`config.mk`:
```
export PLATFORM = sky130hd
export DESIGN_NAME = mem_responder
export DESIGN_NICKNAME = d
export VERILOG_FILES = /design/src/rtl/mem_pkg.sv /design/src/rtl/mem_wait_counter.sv /design/src/rtl/mem_responder.sv
export SDC_FILE = /design/constraint.sdc
export NUM_CORES = 1
export LEC_CHECK = 0
export ABC_CLOCK_PERIOD_IN_PS = 2960
export CAP_MARGIN = 10
export CORE_AREA = 4 4 102 104
export CTS_CLUSTER_DIAMETER = 120
export CTS_CLUSTER_SIZE = 25
export DETAILED_ROUTE_END_ITERATION = 7
export DIE_AREA = 0 0 106 108
export GPL_ROUTABILITY_DRIVEN = 0
export PLACE_DENSITY = 0.75
export SKIP_LAST_GASP = 1
export SLEW_MARGIN = 0
export SYNTH_ARGS = -nofsm -noshare
export SYNTH_HDL_FRONTEND = slang
export SYNTH_SLANG_ARGS = --single-unit
```
`constraint.sdc`:
```
create_clock -name CLK -period 2.96 [get_ports CLK]
set_input_delay 0.444 -clock CLK [delete_from_list [all_inputs] [get_ports CLK]]
set_output_delay 0.444 -clock CLK [all_outputs]
set_load 0.01 [all_outputs]
```
`src/rtl/mem_pkg.sv`:
```
// mem_pkg: shared definitions for the memory responder.
//   memState_t   - responder FSM encoding
//   ROM_TOP_DEF  - default highest ROM byte address
//   faultCause_t - fault cause codes, reserved for a cause register
//   CNT_W        - wait-state counter width
package mem_pkg;

    typedef enum logic [1:0] {
        IDLE   = 2'd0,
        ACCESS = 2'd1,
        DONE   = 2'd2,
        FAULT  = 2'd3
    } memState_t;

    typedef enum logic [1:0] {
        CAUSE_MISALIGN    = 2'd0,
        CAUSE_ROM_WRITE   = 2'd1,
        CAUSE_DUAL_STROBE = 2'd2
    } faultCause_t;

    localparam logic [15:0] ROM_TOP_DEF = 16'h0FFF;
    localparam int          CNT_W       = 4;

endpackage

```
`src/rtl/mem_wait_counter.sv`:
```
// mem_wait_counter: saturating wait-state counter.
//   CLK, Reset - clock, async active-high reset
//   clear      - synchronous clear to zero (wins over counting)
//   done       - count has reached MAX; counting stops there
module mem_wait_counter
    import mem_pkg::*;
#(
    parameter int MAX = 1
) (
    input  logic CLK,
    input  logic Reset,
    input  logic clear,
    output logic done
);

    logic [CNT_W-1:0] count;

    always_ff @(posedge CLK or posedge Reset) begin
        if (Reset)
            count <= '0;
        else if (clear)
            count <= '0;
        else if (!done)
            count <= count + 1'b1;
    end

    assign done = (count == MAX[CNT_W-1:0]);

endmodule

```
`src/rtl/mem_responder.sv`:
```
// mem_responder: memory-side responder for the multicycle control unit.
//   CLK, Reset          - clock, async active-high reset
//   MemRead, MemWrite   - request strobes, sampled only in IDLE
//   IorD, PC, ALUOut    - address select (1 = PC fetch, 0 = ALUOut data)
//   WriteData           - store data
//   ReadData            - last successful read result
//   MemBusy             - request in flight
//   MemReady, AddrFault - completion / fault pulses
//   FaultAddr           - address of the last faulting request
//   sram_*              - synchronous single-port SRAM interface (word addressed)
module mem_responder
    import mem_pkg::*;
#(
    parameter int                ADDR_W      = 16,
    parameter int                DATA_W      = 16,
    parameter int                WAIT_CYCLES = 1,
    parameter logic [ADDR_W-1:0] ROM_TOP     = ADDR_W'(ROM_TOP_DEF)
) (
    input  logic              CLK,
    input  logic              Reset,
    input  logic              MemRead,
    input  logic              MemWrite,
    input  logic              IorD,
    input  logic [ADDR_W-1:0] PC,
    input  logic [ADDR_W-1:0] ALUOut,
    input  logic [DATA_W-1:0] WriteData,
    output logic [DATA_W-1:0] ReadData,
    output logic              MemBusy,
    output logic              MemReady,
    output logic              AddrFault,
    output logic [ADDR_W-1:0] FaultAddr,
    output logic              sram_en,
    output logic              sram_we,
    output logic [ADDR_W-2:0] sram_addr,
    output logic [DATA_W-1:0] sram_wdata,
    input  logic [DATA_W-1:0] sram_rdata
);

    memState_t         state;
    logic              opWrite;
    logic [ADDR_W-1:0] reqAddr;
    logic [DATA_W-1:0] reqData;
    logic [ADDR_W-1:0] selAddr;
    logic              reqFault;
    logic              waitDone;

    assign selAddr  = IorD ? PC : ALUOut;
    assign reqFault = (MemRead && MemWrite) || selAddr[0] ||
                      (MemWrite && (selAddr <= ROM_TOP));

    // Held clear outside ACCESS so every access starts counting from zero.
    mem_wait_counter #(.MAX(WAIT_CYCLES)) u_wait (
        .CLK   (CLK),
        .Reset (Reset),
        .clear (state != ACCESS),
        .done  (waitDone)
    );

    always_ff @(posedge CLK or posedge Reset) begin
        if (Reset) begin
            state     <= IDLE;
            opWrite   <= 1'b0;
            reqAddr   <= '0;
            reqData   <= '0;
            ReadData  <= '0;
            FaultAddr <= '0;
        end else begin
            case (state)
                IDLE: begin
                    if (MemRead || MemWrite) begin
                        opWrite <= MemWrite;
                        reqAddr <= selAddr;
                        reqData <= WriteData;
                        if (reqFault) begin
                            state     <= FAULT;
                            FaultAddr <= selAddr;
                        end else begin
                            state <= ACCESS;
                        end
                    end
                end
                ACCESS: begin
                    if (waitDone) begin
                        if (!opWrite)
                            ReadData <= sram_rdata;
                        state <= DONE;
                    end
                end
                DONE:    state <= IDLE;
                FAULT:   state <= IDLE;
                default: state <= IDLE;
            endcase
        end
    end

    // Outputs decode the state flop alone, so a Reset drops them at once.
    assign MemBusy    = (state != IDLE);
    assign MemReady   = (state == DONE) || (state == FAULT);
    assign AddrFault  = (state == FAULT);
    assign sram_en    = (state == ACCESS);
    assign sram_we    = (state == ACCESS) && opWrite;
    assign sram_addr  = reqAddr[ADDR_W-1:1];
    assign sram_wdata = reqData;

endmodule

```
==> flow_metrics.tcl <==
set metrics [dict create \
    status "completed" \
    pwr_density_cell_mw_per_mm2 1010 \
    synth-edff-count 0 \
    max_cap_viol_count 0 \
    syn_to_final_growth_pct 58.5 \
    port_buffers 136 \
    max_slew.worst_pin.slew_ps 960 \
    cts_setup_buffers 0 \
    ys_seq_elements 70 \
    synth_cell_types 31 \
    finalCritPeriodShare_pct 79.3 \
    p_sw_mw 1.50 \
    die_area_sq_mm 0.0114 \
    rows 36 \
    cts_root_buf "clkbuf_8" \
    setup_violations 0 \
    met1_usage_pct 16.0 \
    placedCellCount 473 \
    busiest_layer "met2" \
    syn-instance-count 207 \
    finalHoldViolations 0 \
    drt_iter0_markers 52 \
    stdcell_count 489 \
    drive_gt1_share_pct 26.4 \
    netlist_top_cells_count "70 x dfrtp_1, 57 x mux2_2, 16 x nor2_1" \
    synth-seq-area-share_pct 58.8 \
    grt_overflow 0 \
    wire_per_inst_microns 15.5 \
    wirelength_mm 7.59 \
    final_core_util_pct 49.4 \
    grt_antenna_before_repair 0 \
    io_pins 137 \
    num_vias 2171 \
    grt_pass1_wl_mm 12.3 \
    clkPwrFrac_pct 16.0 \
    grt_pass1_vias 2357 \
    fp.coreArea_sq_mm 0.00955 \
    cts_hold_buffers 0 \
    period_minus_slack_ps 2350 \
    swShare_pct 31.5 \
    cp_max_fo 12 \
    critical_path_required_ps 3180 \
    arrival_ps 2570 \
    fmax_mhz 426 \
    fin_nets 422 \
    yosys.area.top_type "dfrtp_1" \
    p_leak_nw 1.96 \
    endpoint_kind "flip-flop" \
    p_int_mw 3.25 \
    synth_nets 278 \
    clockBufferDepth 2 \
    ant_nets 0 \
    pwr-share-seq_pct 35.4 \
    cts_buffers 9 \
    htreeDepth 3 \
    drc 0 \
    min_path_type "input pin to asynchronous set/reset pin" \
    finalClockSkew_ps 6.63 \
    grtUsageTotal_pct 13.7 \
    hpwl_mm 5.75 \
    slew_viol_final 0 \
    initial_core_util_pct 31.2 \
    placed_cell_area_sq_mm 0.00452 \
    stdcell_area_sq_mm 0.00472 \
    yosysWarnings 0 \
    setup_tns_ps 0 \
    ir_drop_uv 423 \
    gr-usage-met3_pct 4.54 \
    async_flop_share_pct 100 \
    die_h_microns 108 \
    fp.dieW_microns 106 \
    grt_util_met2_pct 23.5 \
    ys_top_cells_by_area "dfrtp_1 59%, mux2_2 22%, mux2_4 4.5%" \
    rsz0062_at_grt "false" \
    vias_per_cell 4.44 \
    grt_start_max_net_pins 43 \
    antennaDiodeCount 0 \
    syn-cell-area_sq_mm 0.00298 \
    comb_power_share_pct 48.6 \
    start_kind "input pin" \
    nFillCells 887 \
    worst-setup-path-type "input pin to flip-flop" \
    tritoncts "done" \
    ctsResizeCount 0 \
    slew-limit-headroom_pct 36.0 \
    clkTransAtPathRegs_ps 80 \
    avgSynthCellArea_sq_um 14.4 \
    synth_top_flop_cell "dfrtp_1" \
    yosysMostFrequentCell "dfrtp_1" \
    dr.pass1.iters 4 \
    synth_top_area_share_pct 58.8 \
    clock_latency_ps 340 \
    cts_sinks 70 \
]
[cell type report]
type | instances | area [sq um] | area share (%)
inverters | 5 | 18.8 | 0.398
well taps | 133 | 166 | 3.53
repair buffers | 141 | 1420 | 30.2
clock buffers | 9 | 124 | 2.62
multi-input cells | 124 | 1160 | 24.6
clock inverters | 7 | 72.6 | 1.54
flip-flops and latches | 70 | 1750 | 37.1
[registers in the layout, indices dropped and copies added, names as in the netlist]
signal,cells
state,2
opWrite,1
u_wait.count,4
FaultAddr,16
reqAddr,15
sram_wdata,16
ReadData,16
[critical path, stage by stage]
cell and delay (ps):
clkdlybuf4s50_1 580, mux2i_1 290, a211oi_2 120, a21oi_2 720, mux2_2 410
[cell families after synthesis]
family | count (synthesis) | share of synthesized area [%]
AO/OA/AOI/OAI | 16 | 4.16
XOR/XNOR | 2 | 0.588
adder cells (fa/ha/maj) | 2 | 0.840
buffers and inverters | 13 | 2.39
flip-flops | 70 | 58.8
multiplexers | 71 | 27.8
AND/OR/NAND/NOR | 33 | 5.46
[final timing paths]
check                                end  depth (start not counted)  slack (ps)       startpoint
min in group CLK           FaultAddr[11]                          1         510    FaultAddr[11]
max reg2reg                  ReadData[9]                          7         790  u_wait.count[1]
min reg2reg                FaultAddr[11]                          1         510    FaultAddr[11]
max                        FaultAddr[10]                          5         610             IorD
max in group asynchronous   FaultAddr[2]                          3        1790            Reset
min                        sram_wdata[2]                          2         510            Reset
[metal layers]
layer  vias up  wire length [microns]
li1       1021                      -
met5         -                      0
met1      1061                   3150
met4         0                    110
met2        79                   3760
met3        10                    577
[metrics by stage]
step                hold slack, ps  setup slack [ps]  power, mW
finish                         508               613       4.74
global route                   516               529       5.06
CTS                            510               617       4.83
detailed placement             493               233       4.04
global placement               489               306       3.98
floorplan                      484               748       2.75
[cells in the final DEF, fill, tap and decap left out, types with 2 or more instances in the layout]
master	count
clkdlybuf4s50_1	136
dfrtp_1	70
mux2_2	57
nor2_1	15
mux2_4	9
clkbuf_8	9
mux2i_1	5
a21oi_1	5
nand2_1	5
inv_1	4
and2_1	4
a211oi_1	4
buf_4	3
nor3b_1	2
xor2_1	2
ha_1	2
clkinv_2	2
clkinvlp_4	2
buf_12	2
[power by group through the flow]
stage	clock, mW	combinational (mW)	sequential, mW
floorplan	0	0.869	1.89
global placement	0	2.30	1.68
detailed placement	0	2.34	1.69
CTS	0.796	2.35	1.69
global route	0.846	2.47	1.75
finish	0.761	2.31	1.68
Power figures use the tool's default switching activity.
